**config.mk**
```make
export PLATFORM = sky130hd
export DESIGN_NAME = tile_spawner
export DESIGN_NICKNAME = d
export VERILOG_FILES = /design/src/rtl/game_pkg.sv /design/src/rtl/tile_spawner.sv
export SDC_FILE = /design/constraint.sdc
export NUM_CORES = 1
export LEC_CHECK = 0
export CAP_MARGIN = 25
export CELL_PAD_IN_SITES_DETAIL_PLACEMENT = 1
export CELL_PAD_IN_SITES_GLOBAL_PLACEMENT = 1
export CORE_MARGIN = 8
export CORE_UTILIZATION = 33
export DETAILED_ROUTE_END_ITERATION = 10
export GPL_ROUTABILITY_DRIVEN = 0
export PLACE_DENSITY_LB_ADDON = 0.1
export RECOVER_POWER = 100
export SLEW_MARGIN = 20
export SYNTH_ARGS = -nofsm -noshare
export SYNTH_HDL_FRONTEND = slang
export SYNTH_SLANG_ARGS = --single-unit
```
**constraint.sdc**
```tcl
create_clock -name clk -period 2.1 [get_ports clk]
set_input_delay 0.42 -clock clk [delete_from_list [all_inputs] [get_ports clk]]
set_output_delay 0.42 -clock clk [all_outputs]
set_load 0.02 [all_outputs]
```
**src/rtl/game_pkg.sv**
```systemverilog
// Shared 2048 board types and constants used by the tile spawner and its neighbours.
package game_pkg;

  localparam int BOARD_CELLS = 16;

  // Cell index is {y,x}, two bits each.
  typedef logic [3:0] cell_idx_t;

  typedef enum logic [2:0] {
    ST_IDLE = 3'd0,
    ST_TRY  = 3'd1,
    ST_SCAN = 3'd2,
    ST_DONE = 3'd3,
    ST_FULL = 3'd4
  } spawn_state_t;

  localparam logic [1:0] EXP_2 = 2'd1;
  localparam logic [1:0] EXP_4 = 2'd2;

  function automatic logic [1:0] exp_from_bit(input logic val_bit);
    return val_bit ? EXP_4 : EXP_2;
  endfunction

endpackage

```
**src/rtl/tile_spawner.sv**
```systemverilog
// Picks an empty board cell for a new tile: random LFSR draws first, then a
// wrapping linear scan once the draw budget is spent.
module tile_spawner #(
  parameter int MAX_TRIES = 8
) (
  input  logic        clk,
  input  logic        rst,
  input  logic        spawn_req,
  input  logic [15:0] board_occ,
  input  logic [1:0]  x_coor,
  input  logic [1:0]  y_coor,
  input  logic        rnd_num,
  output logic        spawn_busy,
  output logic        spawn_valid,
  output logic        spawn_none,
  output logic [1:0]  spawn_x,
  output logic [1:0]  spawn_y,
  output logic [1:0]  spawn_val
);
  import game_pkg::*;

  localparam logic [3:0]             LAST_TRY   = 4'(MAX_TRIES - 1);
  localparam logic [BOARD_CELLS-1:0] FULL_BOARD = {BOARD_CELLS{1'b1}};

  spawn_state_t state_r;
  spawn_state_t state_s;
  logic [3:0]   try_cnt_r;
  logic [3:0]   try_cnt_s;
  cell_idx_t    scan_idx_r;
  cell_idx_t    scan_idx_s;
  logic         val_bit_r;
  logic         val_bit_s;
  cell_idx_t    draw_idx_s;
  logic         load_s;
  cell_idx_t    load_cell_s;
  logic [1:0]   load_val_s;

  assign draw_idx_s = {y_coor, x_coor};

  // Next-state and result selection; board_occ is stable while busy.
  always_comb begin
    state_s     = state_r;
    try_cnt_s   = try_cnt_r;
    scan_idx_s  = scan_idx_r;
    val_bit_s   = val_bit_r;
    load_s      = 1'b0;
    load_cell_s = 4'd0;
    load_val_s  = 2'd0;
    case (state_r)
      ST_IDLE: begin
        if (spawn_req) begin
          if (board_occ == FULL_BOARD) begin
            state_s = ST_FULL;
          end else begin
            state_s   = ST_TRY;
            try_cnt_s = 4'd0;
          end
        end else begin
          state_s = ST_IDLE;
        end
      end
      ST_TRY: begin
        if (!board_occ[draw_idx_s]) begin
          load_s      = 1'b1;
          load_cell_s = draw_idx_s;
          load_val_s  = exp_from_bit(rnd_num);
          state_s     = ST_DONE;
        end else if (try_cnt_r < LAST_TRY) begin
          try_cnt_s = try_cnt_r + 4'd1;
        end else begin
          // The scan starts just past the last missed draw and wraps 15 -> 0.
          scan_idx_s = draw_idx_s + 4'd1;
          val_bit_s  = rnd_num;
          state_s    = ST_SCAN;
        end
      end
      ST_SCAN: begin
        if (!board_occ[scan_idx_r]) begin
          load_s      = 1'b1;
          load_cell_s = scan_idx_r;
          load_val_s  = exp_from_bit(val_bit_r);
          state_s     = ST_DONE;
        end else begin
          scan_idx_s = scan_idx_r + 4'd1;
        end
      end
      ST_DONE: begin
        state_s = ST_IDLE;
      end
      ST_FULL: begin
        state_s = ST_IDLE;
      end
      default: begin
        state_s = ST_IDLE;
      end
    endcase
  end

  // State register.
  always_ff @(posedge clk) begin
    if (rst) begin
      state_r <= ST_IDLE;
    end else begin
      state_r <= state_s;
    end
  end

  // Working registers and outputs, all derived from the next state so they are flops.
  always_ff @(posedge clk) begin
    if (rst) begin
      try_cnt_r   <= 4'd0;
      scan_idx_r  <= 4'd0;
      val_bit_r   <= 1'b0;
      spawn_busy  <= 1'b0;
      spawn_valid <= 1'b0;
      spawn_none  <= 1'b0;
      spawn_x     <= 2'd0;
      spawn_y     <= 2'd0;
      spawn_val   <= 2'd0;
    end else begin
      try_cnt_r   <= try_cnt_s;
      scan_idx_r  <= scan_idx_s;
      val_bit_r   <= val_bit_s;
      spawn_busy  <= (state_s != ST_IDLE);
      spawn_valid <= (state_s == ST_DONE);
      spawn_none  <= (state_s == ST_FULL);
      if (load_s) begin
        spawn_y   <= load_cell_s[3:2];
        spawn_x   <= load_cell_s[1:0];
        spawn_val <= load_val_s;
      end else begin
        spawn_y   <= spawn_y;
        spawn_x   <= spawn_x;
        spawn_val <= spawn_val;
      end
    end
  end

endmodule

```
### After elaboration in Yosys (flattened, before gate mapping)

Index checks and enable logic that the tools add are counted.

* muxes and demuxes: 30
* bitwise gates (word level): 1
* add/sub/neg operators: 3
* reductions and logical operators: 7
* order comparisons: 3
* eq/ne operators: 11

Operator list (count)
* $mux 4: 9
* $pmux 4 s2: 3
* $eq 16x16->1 const B: 1
* $mux 3: 5
* $add 4x1->4 const B: 3
* $ne 2x2->1 const B: 6
* $lt 4x5->1 const B: 2
* $pmux 3 s3: 1
* $bmux 1 s4: 2
* $mux 2: 4
* $eq 3x2->1 const B: 2
* $reduce_and 5->1: 1
* $lt 4x3->1 const B: 1
* $mux 1: 4
* $pmux 2 s2: 1
* $reduce_and 4->1: 1
* $reduce_bool 2->1: 2
* $eq 3x1->1 const B: 1
* $eq 3x3->1 const B: 1
* $logic_not 3->1: 1
* $reduce_and 3->1: 1
* $reduce_bool 3->1: 1
* $pmux 1 s2: 1
* $not 1->1: 1

* logic and storage cells: 65
* output and inout port bits: 9
* register bits after elaboration: 21
* input bits: 24

### Logic depth before layout (Yosys ltp)

* depth after elaboration: 5
* mapped depth: 8
* mapped depth without buffers: 7

### Least setup slack after synthesis

Ideal clock, no wire load.

* kind: register -> register
* start: reg scan_idx_r[0]
* end: reg scan_idx_r[2]
* library setup time: 0.138 ns
* stages on the path, launching flop included: 8
* path slack: -0.075 ns
* required time: 1.962 ns
* period minus slack after synthesis: 2.175 ns
* arrival time: 2.037 ns
* cell sequence: dfxtp_1 -> buf_6 -> mux4_1 -> mux4_2 -> nor2_8 -> a211oi_2 -> a32oi_1 -> o221ai_1

* cells in the longest elaborated chain, start to end: 4
* elaborated cells on any way between the ends: 7
* classes of those cells: add/sub (1); eq/ne (1); mux (4); reduce/logical (1)

Ends and longest elaborated chain
* from (decl): RTL line tile_spawner.sv:29 `cell_idx_t scan_idx_r;`
* from (signal assigned): RTL line tile_spawner.sv:122 `scan_idx_r <= scan_idx_s;`
* $bmux 1 s4: RTL line tile_spawner.sv:78 `if (!board_occ[scan_idx_r]) begin`
* $mux 1 (implied by the code): RTL line tile_spawner.sv:78
* $ne 2x2->1 (no line)
* $reduce_and 4->1 (no line)

Parallel ways exist; a longest one is shown, timed or not. The select of a mux whose other input is x is not followed.
A chain may end at the register's enable or synchronous reset.

### Worst setup path after layout

* start: reg scan_idx_r[0]
* end: reg scan_idx_r[0]

Same word-level chain as after synthesis.

==> key figures <==
Timing
  – Final slew viol count: 0
  – Period utilization: 108%
  – Final setup fails: 12
  – Worst slew pin tran: between 0.7 and 0.8 ns
  – Max frequency: roughly 440 MHz
  – Min Tclk post-route: approximately 2.3 ns
  – Final Hold Violating Endpoints: 0
  – RSZ-0062 raised after global routing: true
  – Skew final: about 0.0050 ns
  – Setup_tns: -1.12 ns
  – Hold WS: around 0.47 ns
  – Relative max-transition margin: between 50% and 60%
  – Min setup slack post-route: -0.165 ns

CTS
  – H-Tree Level Count: 1
  – Hold Buf Count CTS: 0
  – CTS Buffer Depth: 2
  – Num CTS Buffers: 3
  – Clock sink total: 21
  – Clk pin slew, worst setup/hold paths: about 0.08 ns
  – Root Buffer Master: clkbuf_8
  – Worst-Skew Late Latency: approximately 0.27 ns
  – TritonCTS clock tree: built

Setup path
  – Critical Path End Type: flip-flop
  – Crit path kind: reg -> reg
  – CP startpoint kind: flip-flop
  – Crit path DAT: 2.42 ns
  – CP max FO: 5
  – Worst Path Required: 2.25 ns

Job
  – Max cap viols: 0

Synth
  – Top cells by count, synth: 21 x dfxtp_1, 14 x a21oi_1, 12 x nand2_1
  – Post-Syn Nets: 158
  – Ys async rst share: 0%
  – Area contributors post-synth: dfxtp_1 32%, mux4_2 8.5%, mux4_1 8.0%
  – Yosys top cell by area: dfxtp_1
  – Synth top area share: a little under a third
  – Mapped cell area: between 0.001 and 0.0015 sq mm
  – Unique cell type count in the Yosys netlist: 45
  – Main flop type after synthesis: dfxtp_1
  – Seq cells post-synth: 21
  – Syn. warnings: 0
  – Avg Synthesized Cell Area: ~10 sq um
  – Register area share after synthesis: around a third
  – Gate Count Post-Synth: 132
  – Most frequent cell after synthesis: dfxtp_1
  – Post-synth EDFFs: 0

Drt
  – DRT iter0 DRCs: 29
  – Vias per Instance: about 5.3
  – Final routed DRC violation total: 0
  – 1st-pass router iterations: 4
  – Total number of vias: 1,363
  – Routed WL: 4550 microns
  – Antenna viol nets, final: 0
  – Routed len/inst: between 15 and 20 microns

Pwr
  – Switching share of power: between 30% and 40%
  – Peak VDD IR: 0.317 mV
  – Int Pwr: ~1.2 mW
  – Comb power frac: between 50% and 60%
  – Overall Power: just under 2 mW
  – Clk pwr share: 14.1%
  – Leakage power: 0.819 nW
  – Power Density: around 950 mW/mm^2
  – Psw: 0.774 mW
  – Reg power frac: about 29%

Die
  – Initial Utilization: ~34%
  – # rows: 23
  – Die height: between 70 and 80 microns
  – Core Footprint: 0.00391 sq mm
  – I/O pin total: 33
  – Die Wd: slightly below 80 microns
  – Die Area: around 0.0063 sq mm

Global route
  – Initial antenna violation count: 0
  – First-pass GRT wire length: a little over 7000 microns
  – Vias in the first global route: 1,514
  – Largest net degree at the start of global routing: 15
  – Total track usage: 14.7%
  – Grt total ovfl: 0

Placement
  – Port-buffer cells: 32
  – Pre-CTS WS: -0.768 ns
  – Hpwl dp: around 3700 microns
  – Post-Place Cells: ~250

Cells and area
  – Layout area overhead: 56.7%
  – Final net count: approximately 230
  – N_diodes: 0
  – Post-Layout Cell Count: roughly 260
  – Layout cells sized above 1: about 38%

Outcome
  – Outcome: finished, violations left
  – Failing checks: setup timing

Hold path
  – Hold crit path type: reg -> reg
cell usage in the layout (no fill, tap or decap), types with 2 or more instances in the layout:
master / n
a211o_1: 3
clkdlybuf4s50_1: 14
nor3_1: 5
nand3_1: 2
nor3b_1: 4
a22oi_1: 4
a21oi_1: 13
mux4_2: 9
dfxtp_1: 20
nor2_1: 7
buf_6: 2
nand2_1: 12
nand2b_1: 2
nand4_1: 5
buf_4: 41
mux2i_1: 3
dlygate4sd2_1: 17
inv_1: 3
ha_1: 2
o21ai_1: 3
clkbuf_8: 3
worst max-delay path, cell delays in order, from the launching register on:
cell and delay (ns):
dfxtp_4 0.42, mux4_2 0.55, mux4_2 0.55, nor2_8 0.15
a211oi_4 0.07, buf_4 0.18, mux2i_1 0.10, nor2b_1 0.13
power by group through the flow:
| stage | Clock [mW] | Sequential (mW) | Combinational, mW |
|---|---|---|---|
| 3_3_place_gp | 0 | 0.562 | 0.976 |
| 5_1_grt | 0.303 | 0.577 | 1.22 |
| 3_5_place_dp | 0 | 0.566 | 1.01 |
| 2_1_floorplan | 0 | 0.582 | 0.543 |
| 4_1_cts | 0.281 | 0.565 | 1.09 |
| 6_report | 0.279 | 0.568 | 1.13 |
metrics by stage:
stage,cell area (sq um),util (%)
after floorplan,1320,-
after global placement,1960,50.0
after detailed placement,1960,50.0
after CTS,2030,52.0
after global routing,2070,52.9
final,2070,52.9
final timing paths:
| check | from | to | slack, ns | cells past startpoint |
|---|---|---|---|---|
| max | scan_idx_r[0] | scan_idx_r[0] | -0.17 | 7 |
| min | spawn_x[1] | spawn_x[1] | 0.47 | 2 |
| max reg2reg | scan_idx_r[0] | scan_idx_r[0] | -0.17 | 7 |
| min reg2reg | spawn_x[1] | spawn_x[1] | 0.47 | 2 |
cell families (layout without fill, tap and decap cells):
| family | Yosys count | in the layout | share of synthesized area, % |
|---|---|---|---|
| AND/OR/NAND/NOR | 47 | 47 | 21.4 |
| AO/OA/AOI/OAI | 37 | 37 | 19.2 |
| flip-flops | 21 | 21 | 31.8 |
| multiplexers | 15 | 15 | 21.5 |
| buffers and inverters | 10 | 83 | 4.17 |
| adder cells (fa/ha/maj) | 2 | 2 | 1.89 |
repair_timing:
item                       CTS  global route
setup endpoints to repair   18            17
pin swaps                    5             0
gates resized for setup     31             7
setup buffers                3             1
per-layer routing:
metal / up-vias / share of wire, % / track usage [%] / wire length (microns)
met5: - / 0 / 0 / 0
met4: 0 / 1.1 / 4.44 / 51
met3: 5 / 3.2 / 3.16 / 144
met2: 27 / 56 / 28.6 / 2550
met1: 671 / 40 / 15.0 / 1810
li1: 660 / - / - / -
flip-flops by register name, summed over array words and instances (netlist names):
register	flops
val_bit_r	1
spawn_none	1
spawn_x	2
scan_idx_r	4
state_r	3
spawn_busy	1
spawn_val	2
spawn_valid	1
try_cnt_r	4
spawn_y	2
area by class of cell:
class | count | area (sq um)
clock buffers | 3 | 41.3
clock inverters | 1 | 5.00
fillers | 462 | 1840
inverters | 4 | 15.0
multi-input cells | 101 | 893
flip-flops and latches | 21 | 424
well taps | 50 | 62.6
repair buffers | 75 | 629
Power figures use the tool's default switching activity.
